[config.mk]
export PLATFORM = sky130hd
export DESIGN_NAME = wb_gpio_slave
export DESIGN_NICKNAME = d
export VERILOG_FILES = /design/src/rtl/wb_gpio_slave.sv
export SDC_FILE = /design/constraint.sdc
export NUM_CORES = 1
export LEC_CHECK = 0
export ABC_AREA = 1
export CAP_MARGIN = 10
export CORE_MARGIN = 5
export CORE_UTILIZATION = 52
export DETAILED_ROUTE_END_ITERATION = 16
export PLACE_DENSITY_LB_ADDON = 0.05
export SLEW_MARGIN = 25
export SYNTH_ARGS = -nofsm -noshare
export SYNTH_HDL_FRONTEND = slang
export SYNTH_SLANG_ARGS = --single-unit
[constraint.sdc]
create_clock -name clk -period 13 [get_ports clk]
set_input_delay 3.25 -clock clk [delete_from_list [all_inputs] [get_ports clk]]
set_output_delay 3.25 -clock clk [all_outputs]
set_load 0.03 [all_outputs]
[src/rtl/wb_gpio_slave.sv]
// Wishbone classic slave for a GPIO block: IN/OUT/DIR/IE/IS registers,
// 2-flop input synchronizer, rising-edge interrupt status and a level IRQ.
module wb_gpio_slave #(
    parameter int GPIO_W = 32
) (
    input  logic              clk,
    input  logic              rst,
    input  logic [31:0]       wb_adr_i,
    input  logic [31:0]       wb_dat_i,
    output logic [31:0]       wb_dat_o,
    input  logic              wb_we_i,
    input  logic [3:0]        wb_sel_i,
    input  logic              wb_stb_i,
    input  logic              wb_cyc_i,
    output logic              wb_ack_o,
    input  logic [GPIO_W-1:0] gpio_i,
    output logic [GPIO_W-1:0] gpio_o,
    output logic [GPIO_W-1:0] gpio_oe_o,
    output logic              irq_o,
    output logic              dbg_state
);

    // Handshake: a request (stb & cyc) is sampled only in IDLE; the slave
    // answers with exactly one ack cycle (ACK state) and never samples
    // requests while acking, so a held strobe yields one transfer per 2 cycles.
    typedef enum logic {IDLE = 1'b0, ACK = 1'b1} state_t;

    localparam logic [2:0] ADR_IN  = 3'd0;
    localparam logic [2:0] ADR_OUT = 3'd1;
    localparam logic [2:0] ADR_DIR = 3'd2;
    localparam logic [2:0] ADR_IE  = 3'd3;
    localparam logic [2:0] ADR_IS  = 3'd4;

    state_t            state, state_nxt;
    logic              accept;
    logic              wr_en;
    logic [2:0]        reg_adr;
    logic [31:0]       lane_mask;
    logic [31:0]       rd_data;
    logic [31:0]       dat_q;
    logic [GPIO_W-1:0] out_q, dir_q, ie_q, is_q, is_nxt, is_clr, rise;
    logic [GPIO_W-1:0] sync1, sync2, prev;
    logic              irq_q;
    logic              unused_adr;

    assign unused_adr = ^{wb_adr_i[31:5], wb_adr_i[1:0]};
    assign reg_adr    = wb_adr_i[4:2];
    assign lane_mask  = {{8{wb_sel_i[3]}}, {8{wb_sel_i[2]}},
                         {8{wb_sel_i[1]}}, {8{wb_sel_i[0]}}};

    function automatic logic [GPIO_W-1:0] merge_lanes(
        input logic [GPIO_W-1:0] old_v,
        input logic [31:0]       new_v,
        input logic [31:0]       mask
    );
        logic [31:0] old32;
        old32 = 32'(old_v);
        return GPIO_W'((old32 & ~mask) | (new_v & mask));
    endfunction

    always_ff @(posedge clk or posedge rst) begin
        if (rst) state <= IDLE;
        else     state <= state_nxt;
    end

    always_comb begin
        state_nxt = state;
        accept    = 1'b0;
        case (state)
            IDLE: begin
                if (wb_stb_i && wb_cyc_i) begin
                    accept    = 1'b1;
                    state_nxt = ACK;
                end
            end
            ACK:     state_nxt = IDLE;
            default: state_nxt = IDLE;
        endcase
    end

    assign wr_en = accept && wb_we_i;

    always_comb begin
        rd_data = '0;
        case (reg_adr)
            ADR_IN:  rd_data = 32'(sync2);
            ADR_OUT: rd_data = 32'(out_q);
            ADR_DIR: rd_data = 32'(dir_q);
            ADR_IE:  rd_data = 32'(ie_q);
            ADR_IS:  rd_data = 32'(is_q);
            default: rd_data = '0;
        endcase
    end

    // Edge set wins over a W1C clear landing on the same bit in the same cycle.
    assign rise   = sync2 & ~prev;
    assign is_clr = (wr_en && reg_adr == ADR_IS) ? GPIO_W'(wb_dat_i & lane_mask) : '0;
    assign is_nxt = (is_q & ~is_clr) | rise;

    always_ff @(posedge clk or posedge rst) begin
        if (rst) begin
            sync1 <= '0;
            sync2 <= '0;
            prev  <= '0;
            out_q <= '0;
            dir_q <= '0;
            ie_q  <= '0;
            is_q  <= '0;
            irq_q <= 1'b0;
            dat_q <= '0;
        end else begin
            sync1 <= gpio_i;
            sync2 <= sync1;
            prev  <= sync2;
            is_q  <= is_nxt;
            irq_q <= |(is_q & ie_q);
            dat_q <= (accept && !wb_we_i) ? rd_data : 32'd0;
            if (wr_en) begin
                case (reg_adr)
                    ADR_OUT: out_q <= merge_lanes(out_q, wb_dat_i, lane_mask);
                    ADR_DIR: dir_q <= merge_lanes(dir_q, wb_dat_i, lane_mask);
                    ADR_IE:  ie_q  <= merge_lanes(ie_q, wb_dat_i, lane_mask);
                    default: ;
                endcase
            end
        end
    end

    assign wb_ack_o  = (state == ACK);
    assign wb_dat_o  = dat_q;
    assign gpio_o    = out_q;
    assign gpio_oe_o = dir_q;
    assign irq_o     = irq_q;
    assign dbg_state = state;

endmodule

==> results of run 1 <==
[path summary, 6_finish.rpt]
| check | start | to | slack (ns) |
|---|---|---|---|
| max in group asynchronous | rst | async pin | 8.26 |
| min reg2reg | sync1[7] | sync2[7] | 0.35 |
| max | wb_adr_i[2] | register | 7.07 |
| min | sync1[7] | sync2[7] | 0.35 |
| min in group asynchronous | rst | wb_dat_o[5] | 3.29 |
| max reg2reg | dbg_state | is_q[30] | 10.46 |
[final cells by class]
class                   count  area (sq um)  area share, %
flip-flops and latches    258          6460           49.6
multi-input cells         724          3290           25.3
repair buffers            186          1830           14.0
clock buffers              43           806           6.19
well taps                 265           332           2.55
inverters                  71           275           2.11
clock inverters             2          35.0          0.269
[critical path, cell delays in order]
cell     delay (ns)
buf_2          0.08
buf_4          0.58
inv_2          0.57
nor3_4         0.58
buf_4          0.35
nand3_1        0.53
o21ai_0        0.39
[cells in the mapped netlist (all sizes together)]
master / number / area [sq um]
nand2: 343 / 1290
dfrtp: 258 / 6460
nand4: 112 / 701
o21ai: 96 / 480
nand3: 93 / 465
nor2: 76 / 288
inv: 71 / 267
buf: 36 / 165
clkbuf: 33 / 124
nor3: 4 / 52.6
[metal layers]
| metal | part of all wire [%] | up-vias | GRT usage, % |
|---|---|---|---|
| met5 | 0 | - | 0 |
| met1 | 43 | 4129 | 35.2 |
| met3 | 7.0 | 64 | 3.88 |
| li1 | - | 3996 | - |
| met2 | 47 | 345 | 39.6 |
| met4 | 3.3 | 0 | 8.11 |
[kinds of logic (layout without fill, tap and decap cells)]
group	count (synthesis)	after routing	share of synthesized area (%)
AOI/OAI and AO/OA	96	96	4.67
buffers and inverters	140	302	5.40
DFF	258	258	62.8
and+or+nand+nor	628	628	27.2
[metrics by stage]
stage | power (W) | hold WS (ns) | worst slack (ns)
after global placement | 0.00117 | 0.331 | 6.58
final | 0.00189 | 0.346 | 7.07
after floorplan | 0.00105 | 0.331 | 2.65
after global routing | 0.00197 | 0.354 | 6.81
after CTS | 0.00191 | 0.348 | 7.10
after detailed placement | 0.00117 | 0.335 | 6.57
[power by group]
part           leakage [nW]  switching (W)  internal (W)  total [W]
clock                 0.412       0.000299      0.000439   0.000737
sequential             3.16      0.0000388      0.000856   0.000895
combinational          2.49       0.000161     0.0000973   0.000259
[cells in the final DEF, fill, tap and decap left out, drive strengths merged]
cell type	n
clkinv	2
dfrtp	258
nand2	343
nand3	93
buf	14
nor2	76
nor3	4
inv	70
clkbuf	43
clkdlybuf4s50	172
bufinv	1
nand4	112
o21ai	96
==> results.md, run 1 <==
* Peak VDD IR at 0.109 mV
* First-pass GRT wire length at 44200 um
* Clk buf depth at 3
* Max Transition Viols Final at 0
* Port-buffer cells at 174
* Dpl cells at 1504
* RePlAce Congestion at 0.793
* CTS tree: done
* Diode count at 0
* DRC viols at 0
* Least-Margin Pin Slew at 0.930 ns
* Slew HR at 38.0%
* Max-cap viol count at 0
* Post-Syn Area at 10300 sq um
* Die area at 22700 sq um
* Syn nets at 1227
* Area post-placement at 12200 sq um
* Critical setup path kind: input port to register
* Worst-path clk slew at 0.06 ns
* Root buffer cell: clkbuf_16
* Largest net degree at the start of global routing at 118
* Req. time, crit path at 13.42 ns
* Distinct cells, synth at 16
* DP HPWL at 16800 um
* Hold Path Class: register to register
* Io pins at 204
* Setup Fix Bufs, Post-CTS at 0
* Post-CTS Hold Buffers at 0
* Crit Path Max Fanout at 52
* Clock Latency Late Sink at 0.52 ns
* Worst Skew at 0.0103 ns
* Clk sinks at 258
* Fin cells at 1549
* Syn avg cell area at 9.17 sq um
* Leakage Power at 6.06 nW
* Initial antenna violation count at 0
* CP arrival at 6.35 ns
* Hold Vio Cnt, Final at 0
* Gr usage total at 24.8%
* Vias in the first global route at 8181
* Final #Nets at 1373
* Outcome: completed
* #FFs+latches synth at 258
* Row count at 51
* Non-Filler Cell Area, Final at 13000 sq um
* Height of the chip at 151 um
* Core ar. at 19500 sq um
* CTS HTree Levels at 1
* Initial Util at 52.9%
* DR vias at 8534
* Mapped Cells at 1122
* Drt wl/cell at 17.9 um
* PwrDens at 145 nW/um^2
* Reg2reg path depth at 8
* Num CTS Buffers at 27
* Drt initial violations at 738
* Final cycle utilization of the critical path at 45.6%
* Vias per cell at 5.51
* Layout filler cell count at 1614
* Die Wd at 151 um
* Area delta synth->final at 26.6%
* Routed WL at 27800 um
* Final setup fails at 0
* Cells resized by post-CTS repair at 0
* First-pass iteration count of the detailed router at 7
* Startpoint type of the worst setup path: input port
* DRT antenna net count at 0
* Register area share after synthesis at 62.8%
* TNS Setup at 0 ns
* GRT overflow at 0
* Worst hold path depth at 0
* Synth warn at 0
* RSZ-0062 raised after global routing: false
* Peak Freq at 0.169 GHz
* Fin util at 66.9%
* Share of layout cells above drive strength 1 at 4.67%
* Tmin final at 5.93 ns
* Crit end category: register
Power figures use the tool's default switching activity.
==> inputs of run 2 (changes only) <==
- clock period: 13 -> 5.6 ns (I/O delays scaled with it)
==> run 2 against run 1 <==
Effect of this change: power grew 140%; critical path type unchanged; highest routed layer unchanged; register-to-register slack lost 7.2 ns; largest cell class unchanged; sequential share of layout area shrank 0.62 points; first-iteration DRC count grew 0.81%; clock power grew to 2.6 times the previous value; non-clock buffer count grew 2; core utilization grew 0.84 points; design area grew 1.3%; flip-flop and latch count is the same.
==> results.md, run 2 (synthesis results as in run 1) <==
* Crit. path cell count at 5 (-2)
* DRC viols at 0 (unchanged)
* Hold Vio Cnt, Final at 0 (unchanged)
* Peak VDD IR at 0.288 mV (+160%)
* Max-cap viol count at 0 (unchanged)
* Final #Nets at 1376 (+0.22%)
* Final setup fails at 0 (unchanged)
* Vias in the first global route at 8270 (+1.1%)
* Crit-path slowest cell: buf_2
* Outcome: completed
* Initial antenna violation count at 0 (unchanged)
* Routed WL at 28200 um (+1.5%)
* Biggest cell delay along the critical path at 0.75 ns (+0.17 ns)
* Critical setup path kind: input port to register
* Max Transition Viols Final at 0 (unchanged)
* Share of layout cells above drive strength 1 at 5.34% (+0.67 points)
* Port-buffer cells at 174 (unchanged)
* Row count at 51 (unchanged)
* Dpl cells at 1506 (+0.13%)
* Worst path cell trace: buf_2 -> inv_2 -> nor3_2 -> nand3_1 -> o21ai_0
* RSZ-0062 raised after global routing: false
* Initial Util at 52.9% (unchanged)
* Layout filler cell count at 1585 (-1.8%)
* Worst-path clk slew at 0.06 ns (about the same)
* R2r setup slk at 3.25 ns (-7.21 ns)
* Startpoint type of the worst setup path: input port
* DRT antenna net count at 0 (unchanged)
* Hold_ws at 0.344 ns (-0.00196 ns)
* Core ar. at 19500 sq um (unchanged)
* TNS Setup at 0 ns (unchanged)
* Post-CTS Hold Buffers at 0 (unchanged)
* Gr usage total at 25.0% (+0.22 points)
* Setup Fix Bufs, Post-CTS at 0 (unchanged)
* FF+latch area at 6460 sq um (unchanged)
* Worst Skew at 0.0144 ns (+0.00410 ns)
* Req. time, crit path at 6.03 ns (-7.39 ns)
* CP Buf/Inv Count at 2 (-2)
* Final cycle utilization of the critical path at 66.4%
* GRT overflow at 0 (unchanged)
* Clock Latency Late Sink at 0.54 ns (+0.02 ns)
* Crit Path Max Fanout at 40 (-23%)
* Vias per cell at 5.56 (+0.84%)
* Most frequent cells in the layout: nand2_1, dfrtp_1, clkdlybuf4s50_1
* First-pass GRT wire length at 44700 um (+1.1%)
* Diode count at 0 (unchanged)
* Leakage Power at 6.14 nW (+1.3%)
* Delay-heaviest family, CP: buffers and inverters
* Tmin final at 3.72 ns
* Area delta synth->final at 28.2%
* CP arrival at 4.14 ns (-2.21 ns)
* Drt wl/cell at 18.1 um (+1.1%)
* Die area at 22700 sq um (unchanged)
* Least-Margin Pin Slew at 1.06 ns (+0.134 ns)
* First-pass iteration count of the detailed router at 6 (-1)
* Area post-placement at 12200 sq um (+0.30%)
* Reg2reg path depth at 6 (-2)
* Die Wd at 151 um (unchanged)
* CTS tree: done
* Root buffer cell: clkbuf_16
* Fin cells at 1556 (+0.45%)
* Num CTS Buffers at 28 (+3.7%)
* RePlAce Congestion at 0.802 (+1.1%)
* Cells resized by post-CTS repair at 0 (unchanged)
* CTS HTree Levels at 1 (unchanged)
* Crit end category: register
* Clk sinks at 258 (unchanged)
* Leading cell type in the layout, fill and taps excluded: nand2_1
* DP HPWL at 17000 um (+1.4%)
* Clk buf depth at 3 (unchanged)
* PwrDens at 347 nW/um^2 (+140%)
* Peak Freq at 0.269 GHz
* Io pins at 204 (unchanged)
* Largest net degree at the start of global routing at 137 (+16%)
* Drt initial violations at 744 (+0.81%)
* Area of the multi-input gates at 3290 sq um (unchanged)
* Non-Filler Cell Area, Final at 13200 sq um (+1.3%)
* Slew HR at 29.1% (-8.9 points)
* Worst hold path depth at 0 (unchanged)
* DR vias at 8645 (+1.3%)
* Height of the chip at 151 um (unchanged)
* Hold Path Class: register to register
-- run 2: changes by cell type in the layout (fill, tap and decap cells not counted), moves of 2 or more --
cell / delta
clkbuf_1: -2
bufinv_16: +3
clkbuf_8: -2
clkinv_2: +3
clkinv_8: +2
buf_12: +2
-- run 2: final cells by class --
cell class | count | area share [%]
repair buffers | 188 | 14.1
flip-flops and latches | 258 | 49.0
clock inverters | 10 | 1.31
multi-input cells | 724 | 25.0
inverters | 71 | 2.06
well taps | 265 | 2.51
clock buffers | 40 | 6.03
-- run 2: worst reg2reg max path, stage by stage (launching register included) --
cell and delay, ns:
dfrtp_1 0.39, inv_1 0.06, nand3_1 0.12, nor2_4 0.12, buf_4 0.48, nand3_1 0.70
o21ai_0 0.38
-- run 2: path summary, 6_finish.rpt --
check                                 end        start
worst max register to register   register    dbg_state
worst max-delay path             register  wb_adr_i[3]
worst min-delay path            sync2[11]    sync1[11]
min in group asynchronous        sync1[2]          rst
worst min register to register  sync2[11]    sync1[11]
max in group asynchronous       sync2[21]          rst
-- run 2: per-layer routing --
metal | GRT usage (%) | vias up | wire, um
met1 | 35.9 | 4256 | 12300
li1 | - | 3998 | -
met2 | 39.7 | 332 | 13300
met4 | 7.52 | 0 | 789
met3 | 4.06 | 59 | 1830
met5 | 0 | - | 0
-- run 2: report_power, final --
part | switching (W) | total [W] | internal (W)
logic | 0.000378 | 0.000607 | 0.000228
clock network | 0.000723 | 0.00189 | 0.00117
registers | 0.0000911 | 0.00208 | 0.00199
-- run 2: metrics by stage --
stage | setup slack (ns) | util, % | power, W
after global routing | 1.73 | 67.8 | 0.00476
final | 1.88 | 67.8 | 0.00458
after floorplan | 0.800 | - | 0.00243
after detailed placement | 1.39 | 62.8 | 0.00272
after CTS | 1.95 | 67.8 | 0.00462
after global placement | 1.44 | 62.8 | 0.00271
==> inputs of run 3 (changes only) <==
- clock period: 5.6 -> 3.5 ns (I/O delays scaled with it)
==> run 3 against run 2 <==
Effect of this change: combinational power up 62%; critical path depth unchanged; first-iteration DRC count fell by 12%; cell count increased by 0.71%; clock power grew 50%; highest routed layer unchanged.
==> results.md, run 3 (synthesis results as in run 1) <==
* Area of the multi-input gates at 3290 sq um (unchanged)
* Most frequent cells in the layout: nand2_1, dfrtp_1, clkdlybuf4s50_1
* Max-cap viol count at 0 (unchanged)
* Io pins at 204 (unchanged)
* Share of layout cells above drive strength 1 at 6.53% (+1.2 points)
* DP HPWL at 17700 um (+4.1%)
* Slew HR at 53.8% (+25 points)
* Diode count at 0 (unchanged)
* DRT antenna net count at 0 (unchanged)
* Clk sinks at 258 (unchanged)
* DRC viols at 0 (unchanged)
* First-pass GRT wire length at 43700 um (-2.3%)
* GR Util met1 at 36.0% (+0.098 points)
* Crit end category: register
* CP startpoint: wb_adr_i[3]
* Final setup fails at 0 (unchanged)
* Crit Path Max Fanout at 19 (-53%)
* Port-buffer cells at 174 (unchanged)
* Least-Margin Pin Slew at 0.691 ns (-0.373 ns)
* Final cycle utilization of the critical path at 73.8%
* Root buffer cell: clkbuf_16
* Tmin final at 2.58 ns
* GR Layer Usage met3 at 3.58% (-0.48 points)
* Die Wd at 151 um (unchanged)
* DR vias at 8496 (-1.7%)
* Fin cells at 1567 (+0.71%)
* Cells resized by post-CTS repair at 0 (unchanged)
* Drt wl/cell at 17.6 um (-3.0%)
* Initial Util at 52.9% (unchanged)
* Clk buf depth at 3 (unchanged)
* Worst-path clk slew at 0.06 ns (about the same)
* Initial antenna violation count at 0 (unchanged)
* Row count at 51 (unchanged)
* Setup Fix Bufs, Post-CTS at 0 (unchanged)
* Vias per cell at 5.42 (-2.4%)
* Drt initial violations at 654 (-12%)
* Routed WL at 27500 um (-2.3%)
* CTS HTree Levels at 1 (unchanged)
* Peak VDD IR at 0.376 mV (+31%)
* Die area at 22700 sq um (unchanged)
* Vias in the first global route at 8175 (-1.1%)
* Gr usage total at 24.4% (-0.57 points)
* Reg-to-Reg Start: dbg_state
* Req. time, crit path at 3.91 ns (-2.12 ns)
* Leading cell type in the layout, fill and taps excluded: nand2_1
* Hold Vio Cnt, Final at 0 (unchanged)
* Area delta synth->final at 29.3%
* RePlAce Congestion at 0.819 (+2.1%)
* PwrDens at 537 nW/um^2 (+55%)
* Core ar. at 19500 sq um (unchanged)
* Final #Nets at 1389 (+0.94%)
* RSZ-0062 raised after global routing: false
* Startpoint type of the worst setup path: input port
* Max Transition Viols Final at 0 (unchanged)
* Outcome: completed
* Leakage Power at 6.21 nW (+1.2%)
* Layout filler cell count at 1521 (-4.0%)
* Critical setup path kind: input port to register
* GRT overflow at 0 (unchanged)
* First-pass iteration count of the detailed router at 6 (unchanged)
* Worst Skew at 0.0145 ns (+0.000107 ns)
* Met2 usage at 37.7% (-2.0 points)
* CP arrival at 2.99 ns (-1.15 ns)
* R2r setup slk at 1.52 ns (-1.73 ns)
* Largest net degree at the start of global routing at 113 (-18%)
* Dpl cells at 1521 (+1.0%)
* Clock Latency Late Sink at 0.52 ns (-0.02 ns)
* Setup ws final at 0.916 ns (-0.967 ns)
* Num CTS Buffers at 26 (-7.1%)
* GRT busiest layer: met2
* Height of the chip at 151 um (unchanged)
* Total power at 0.00714 W (+56%)
* Peak Freq at 0.387 GHz
* Dpl ws at 0.393 ns (-0.998 ns)
* Post-CTS Hold Buffers at 0 (unchanged)
* CTS tree: done
* Reg2reg path depth at 6 (unchanged)
* FF+latch area at 6460 sq um (unchanged)
* Hold Path Class: register to register
==> run 3: worst min path at each step <==
stage / from / to / slack, ns / depth (start not counted)
after floorplan: sync1[0] / sync2[0] / 0.33 / 0
final: sync1[2] / sync2[2] / 0.35 / 0
after CTS: sync1[10] / sync2[10] / 0.35 / 0
after global routing: sync1[19] / sync2[19] / 0.35 / 0
after detailed placement: sync1[10] / sync2[10] / 0.33 / 0
after global placement: sync1[15] / sync2[15] / 0.33 / 0
==> run 3: final cells by class <==
| cell class | instances | share of cell area, % |
|---|---|---|
| repair buffers | 203 | 15.3 |
| well taps | 265 | 2.49 |
| inverters | 71 | 2.04 |
| multi-input cells | 724 | 24.8 |
| clock buffers | 42 | 6.48 |
| clock inverters | 4 | 0.339 |
| flip-flops and latches | 258 | 48.6 |
==> run 3: metrics by stage <==
stage | cell area, sq um | setup TNS, ns | utilization, % | hold WS, ns
after floorplan | 10300 | -199.85 | - | 0.331
after global placement | 12400 | 0 | 63.7 | 0.332
after detailed placement | 12400 | 0 | 63.7 | 0.335
after CTS | 13300 | 0 | 68.3 | 0.348
after global routing | 13300 | 0 | 68.3 | 0.354
final | 13300 | 0 | 68.3 | 0.346
==> run 3: power breakdown <==
part / leakage, nW / switching, W / internal [W]
Sequential: 3.16 / 0.000145 / 0.00318
Clock: 0.454 / 0.00109 / 0.00174
Combinational: 2.60 / 0.000603 / 0.000382
==> run 3: worst max-delay path, cell delays in order <==
cell,delay [ns]
buf_2,0.45
inv_2,0.27
nor3_2,0.42
nand3_1,0.58
o21ai_0,0.38
==> run 3: per-layer routing <==
metal	wire length [um]	vias up
met3	1850	56
li1	-	4022
met4	718	0
met1	12000	4080
met2	12900	338
met5	0	-
